**config.mk**
```make
export PLATFORM = sky130hd
export DESIGN_NAME = front_end_arb
export DESIGN_NICKNAME = d
export VERILOG_FILES = /design/src/rtl/front_end_arb.sv
export SDC_FILE = /design/constraint.sdc
export NUM_CORES = 1
export LEC_CHECK = 0
export CAP_MARGIN = 15
export CORE_AREA = 2 2 134 136
export CTS_BUF_LIST = sky130_fd_sc_hd__clkbuf_2
export DETAILED_ROUTE_END_ITERATION = 7
export DIE_AREA = 0 0 136 138
export GPL_TIMING_DRIVEN = 1
export HOLD_SLACK_MARGIN = 0.05
export PLACE_DENSITY = 0.58
export SYNTH_ARGS = -nofsm -noshare
export SYNTH_HDL_FRONTEND = slang
export SYNTH_SLANG_ARGS = --single-unit
```
**constraint.sdc**
```tcl
create_clock -name clk_i -period 3.15 [get_ports clk_i]
set_input_delay 0.63 -clock clk_i [delete_from_list [all_inputs] [get_ports clk_i]]
set_output_delay 0.63 -clock clk_i [all_outputs]
set_load 0.02 [all_outputs]
```
**src/rtl/front_end_arb.sv**
```systemverilog
// Round-robin front-end: N_CH native requesters share one cache data port and one cache-control port.
// state | meaning -- IDLE: arbitrating, no request outstanding; BUSY: granted request held downstream
module front_end_arb #(
  parameter int  FE_ADDR_W   = 32,
  parameter int  FE_DATA_W   = 32,
  parameter int  N_CH        = 2,
  parameter int  CTRL_CACHE  = 0,
  parameter int  CTRL_ADDR_W = 4,
  localparam int FE_NBYTES   = FE_DATA_W / 8,
  localparam int FE_BYTE_W   = $clog2(FE_NBYTES),
  localparam int AW          = CTRL_CACHE + FE_ADDR_W
) (
  input  logic                           clk_i,
  input  logic                           rst_ni,
  input  logic [N_CH-1:0]                ch_valid_i,
  input  logic [N_CH*AW-1:0]             ch_addr_i,
  input  logic [N_CH*FE_DATA_W-1:0]      ch_wdata_i,
  input  logic [N_CH*FE_NBYTES-1:0]      ch_wstrb_i,
  output logic [N_CH-1:0]                ch_ready_o,
  output logic [N_CH*FE_DATA_W-1:0]      ch_rdata_o,
  output logic                           data_valid_o,
  output logic [FE_ADDR_W-FE_BYTE_W-1:0] data_addr_o,
  output logic [FE_DATA_W-1:0]           data_wdata_o,
  output logic [FE_NBYTES-1:0]           data_wstrb_o,
  input  logic [FE_DATA_W-1:0]           data_rdata_i,
  input  logic                           data_ready_i,
  output logic                           ctrl_valid_o,
  output logic [CTRL_ADDR_W-1:0]         ctrl_addr_o,
  input  logic [FE_DATA_W-1:0]           ctrl_rdata_i,
  input  logic                           ctrl_ready_i
);
  localparam int SEL_W = (N_CH > 1) ? $clog2(N_CH) : 1;
  localparam int WA_W  = FE_ADDR_W - FE_BYTE_W;

  typedef enum logic {IDLE, BUSY} state_t;

  state_t               state_q, state_d;
  logic [SEL_W-1:0]     sel_q, sel_d, rr_last_q, rr_last_d;
  logic [WA_W-1:0]      waddr_q, waddr_d;
  logic [FE_DATA_W-1:0] wdata_q, wdata_d;
  logic [FE_NBYTES-1:0] wstrb_q, wstrb_d;
  logic                 is_ctrl_q, is_ctrl_d;
  logic                 data_valid_q, data_valid_d;
  logic                 ctrl_valid_q, ctrl_valid_d;

  logic [AW-1:0]        addr_a  [N_CH];
  logic [FE_DATA_W-1:0] wdata_a [N_CH];
  logic [FE_NBYTES-1:0] wstrb_a [N_CH];
  logic [SEL_W-1:0]     grant;
  logic                 any_req;
  logic                 done;
  logic [FE_DATA_W-1:0] rsp_rdata;
  logic                 unused_addr_bits;

  always_comb begin
    for (int i = 0; i < N_CH; i++) begin
      addr_a[i]  = ch_addr_i[i*AW +: AW];
      wdata_a[i] = ch_wdata_i[i*FE_DATA_W +: FE_DATA_W];
      wstrb_a[i] = ch_wstrb_i[i*FE_NBYTES +: FE_NBYTES];
    end
  end

  // Channels above rr_last outrank those at or below it; within each group the lowest index wins.
  always_comb begin
    grant   = '0;
    any_req = 1'b0;
    for (int i = N_CH-1; i >= 0; i--) begin
      if (ch_valid_i[i] && (i <= int'(rr_last_q))) begin
        grant   = SEL_W'(i);
        any_req = 1'b1;
      end
    end
    for (int i = N_CH-1; i >= 0; i--) begin
      if (ch_valid_i[i] && (i > int'(rr_last_q))) begin
        grant   = SEL_W'(i);
        any_req = 1'b1;
      end
    end
  end

  assign done      = (state_q == BUSY) && (is_ctrl_q ? ctrl_ready_i : data_ready_i);
  assign rsp_rdata = is_ctrl_q ? ctrl_rdata_i : data_rdata_i;

  always_comb begin
    ch_ready_o = '0;
    ch_rdata_o = '0;
    for (int i = 0; i < N_CH; i++) begin
      if (done && (sel_q == SEL_W'(i))) begin
        ch_ready_o[i]                         = 1'b1;
        ch_rdata_o[i*FE_DATA_W +: FE_DATA_W] = rsp_rdata;
      end
    end
  end

  always_comb begin
    state_d      = state_q;
    sel_d        = sel_q;
    rr_last_d    = rr_last_q;
    waddr_d      = waddr_q;
    wdata_d      = wdata_q;
    wstrb_d      = wstrb_q;
    is_ctrl_d    = is_ctrl_q;
    data_valid_d = data_valid_q;
    ctrl_valid_d = ctrl_valid_q;
    case (state_q)
      IDLE: begin
        if (any_req) begin
          state_d      = BUSY;
          sel_d        = grant;
          rr_last_d    = grant;
          waddr_d      = addr_a[grant][FE_ADDR_W-1:FE_BYTE_W];
          wdata_d      = wdata_a[grant];
          wstrb_d      = wstrb_a[grant];
          is_ctrl_d    = (CTRL_CACHE != 0) && addr_a[grant][AW-1];
          data_valid_d = ~is_ctrl_d;
          ctrl_valid_d = is_ctrl_d;
        end
      end
      BUSY: begin
        if (done) begin
          state_d      = IDLE;
          data_valid_d = 1'b0;
          ctrl_valid_d = 1'b0;
        end
      end
      default: state_d = IDLE;
    endcase
  end

  always_ff @(posedge clk_i or negedge rst_ni) begin
    if (!rst_ni) begin
      state_q      <= IDLE;
      sel_q        <= '0;
      rr_last_q    <= SEL_W'(N_CH-1);
      waddr_q      <= '0;
      wdata_q      <= '0;
      wstrb_q      <= '0;
      is_ctrl_q    <= 1'b0;
      data_valid_q <= 1'b0;
      ctrl_valid_q <= 1'b0;
    end else begin
      state_q      <= state_d;
      sel_q        <= sel_d;
      rr_last_q    <= rr_last_d;
      waddr_q      <= waddr_d;
      wdata_q      <= wdata_d;
      wstrb_q      <= wstrb_d;
      is_ctrl_q    <= is_ctrl_d;
      data_valid_q <= data_valid_d;
      ctrl_valid_q <= ctrl_valid_d;
    end
  end

  assign data_valid_o = data_valid_q;
  assign ctrl_valid_o = ctrl_valid_q;
  assign data_addr_o  = waddr_q;
  assign data_wdata_o = wdata_q;
  assign data_wstrb_o = wstrb_q;
  // Control registers sit in the low word-address bits of the latched request.
  assign ctrl_addr_o  = (CTRL_CACHE != 0) ? waddr_q[CTRL_ADDR_W-1:0] : '0;

  assign unused_addr_bits = ^ch_addr_i;

endmodule

```
==> results.json <==
{
  "viasPerCell": 4.225,
  "crit_path_end": "ch_rdata_o[7]",
  "placed_area_um2": 6863,
  "area_growth_syn_to_layout_pct": 93.39,
  "synth.top_cells.by_area": "dfrtp_1, a21oi_1, and2_1, nand2_1, nor2_1",
  "power_frac_seq": 0.303,
  "cts-root-buf": "clkbuf_2",
  "multi_input_area_um2": 1679,
  "p_clk_frac": 0.149,
  "overflow": 0,
  "hold_violations": 0,
  "p_total_w": 0.004859,
  "hold_buffers": 0,
  "antenna_found_initial": 1,
  "max_cap_violations": 0,
  "initial_core_util": 0.2074,
  "gp_congestion": 0.7995,
  "insertion_delay_ns": 0.58,
  "p_sw_w": 0.001971,
  "post-route-period-util": 0.9549,
  "finalNetCount": 944,
  "die_w_um": 136,
  "port_buffers": 301,
  "die_h_um": 138,
  "required_ns": 2.52,
  "arrival_ns": 2.38,
  "fin_area_um2": 7032,
  "drc_errors": 0,
  "dieArea_um2": 18770,
  "r2r_slack_ns": 1.52,
  "skew_ns": 0.04908,
  "hpwl_mm": 10.75,
  "end_kind": "output port",
  "path_class": "in2out",
  "drv_slew": 0,
  "fin_crit_ns": 3.008,
  "layout.area.seq_um2": 1753,
  "post-cts-setup-buffers": 0,
  "ys.warnings.count": 0,
  "cts_resized": 0,
  "drive_above_1_share": 0.04172,
  "worstMarginPinSlew_ns": 0.9647,
  "htreeDepth": 3,
  "grt_pass1_wl_mm": 22.86,
  "num_rows": 49,
  "min_path_type": "in2async",
  "crit_start": "data_ready_i",
  "synth.largest_area_cell": "dfrtp_1",
  "critPathLaunchType": "input port",
  "layout_common_cells": "clkdlybuf4s50_1, a21oi_1, dfrtp_1",
  "leakagePower_nw": 2.863,
  "dr_total_vias": 4111,
  "p_int_w": 0.002888,
  "status": "finished, final reports clean",
  "final_common_cell": "clkdlybuf4s50_1",
  "synth-seq-cells": 70,
  "switching_share": 0.4056,
  "tritoncts.num_buffers": 9,
  "instances_no_fill": 973,
  "reg2reg_to": "data_addr_o[0]",
  "synth_area_um2": 3636,
  "whs_ns": 0.1467,
  "yosysSeqAreaShare": 0.4821,
  "final_antenna_net_count": 0,
  "ir_worst_vdd_mv": 0.2792,
  "finalSetupTns_ns": 0,
  "synth_area_per_cell_um2": 8.044,
  "ios": 344,
  "cts_tree": "built",
  "grt_pass1_vias": 3932,
  "crit_fanout": 33,
  "r2r.worst_path.cells": 4,
  "core_area_um2": 17530,
  "r2r-start": "state_q",
  "clk_pin_slew_ns": 0.27,
  "combPwrFrac": 0.547,
  "power_density_nw_per_um2": 691.0,
  "synthCells": 452,
  "wire_per_inst_um": 15.51,
  "setup_viol": 0,
  "grt_usage": 0.1566,
  "wirelength_mm": 15.09,
  "netlist.area_leader.share": 0.4749,
  "firstDrtPassIters": 4,
  "placed_cells": 956,
  "clock_sinks": 70,
  "nFillCells": 1851,
  "fmax_ghz": 0.3325,
  "synth.distinct_cells": 20,
  "grt_start_max_net_pins": 71,
  "rsz0062_at_grt": "false",
  "drt_iter0_drc": 135,
  "cts.path.max_buffers": 2,
  "timing.max_slew.rel_slack": 0.3569
}
-- state kept, by name, indices dropped and copies added, names as in the netlist --
name          flops
data_valid_o      1
state_q           1
data_wdata_o     32
rr_last_q         1
data_addr_o      30
data_wstrb_o      4
sel_q             1
-- power by group through the flow --
stage	registers [W]	clock network, W	logic, W
4_1_cts	0.00148	0.000767	0.00271
6_report	0.00147	0.000726	0.00266
3_3_place_gp	0.00148	0	0.00271
5_1_grt	0.00153	0.000805	0.00286
3_5_place_dp	0.00149	0	0.00270
2_1_floorplan	0.00193	0	0.000854
-- worst min-delay path by stage --
stage / end / start / depth (start not counted) / slack (ns)
finish: data_wdata_o[19] / rst_ni / 1 / 0.15
global route: data_wdata_o[19] / rst_ni / 1 / 0.14
CTS: data_wdata_o[19] / rst_ni / 1 / 0.14
detailed placement: sel_q / sel_q / 2 / 0.50
global placement: data_valid_o / data_valid_o / 1 / 0.48
floorplan: data_addr_o[0] / rst_ni / 0 / 0.33
-- Yosys cell counts --
cell      number
a21boi_2       1
a21oi_1      133
nor2_1        67
nand2_1       68
buf_6          4
o21a_1         1
and2_1        64
buf_4         11
conb_1         1
inv_1          1
and3_1         1
a21bo_2        1
o21bai_2       1
buf_2         10
o21ai_0        2
dfstp_2        1
o21ba_2        1
dfrtp_1       69
a31oi_1        1
clkbuf_1      14
-- routing by layer --
metal | up-vias | global-route usage | wire length [um]
met5 | - | 0 | 0
met4 | 0 | 0.06031 | 369
met3 | 20 | 0.04144 | 1083
met2 | 172 | 0.2666 | 7439
met1 | 1873 | 0.1872 | 6197
li1 | 2046 | - | -
-- stage by stage --
step / utilization / setup slack [ns]
after floorplan: - / 1.055
after global placement: 0.3914 / 0.1281
after detailed placement: 0.3914 / 0.1441
after CTS: 0.4009 / 0.1353
after global routing: 0.4010 / 0.05776
final: 0.4010 / 0.1421
-- logic make-up after synthesis --
logic type / share of synthesized area
simple gates: 0.2512
compound gates: 0.2013
flops: 0.4821
buf+inv: 0.06435
other cells: 0.001031
-- area by class of cell --
cell class / count / area share
Tap cell: 229 / 0.04075
Antenna cell: 1 / 0.0003559
Clock buffer: 9 / 0.006406
Clock inverter: 7 / 0.01726
Multi-Input combinational cell: 346 / 0.2388
Sequential cell: 70 / 0.2493
Inverter: 1 / 0.0005338
Timing Repair Buffer: 310 / 0.4466
-- worst max-delay path: stages --
cell and delay (ns):
clkdlybuf4s50_1 0.51, nand2_1 0.08, nor2_1 0.18, buf_12 0.20, and2_1 0.14, clkdlybuf4s50_1 0.63
No activity file was read; power rests on OpenSTA's default activity.
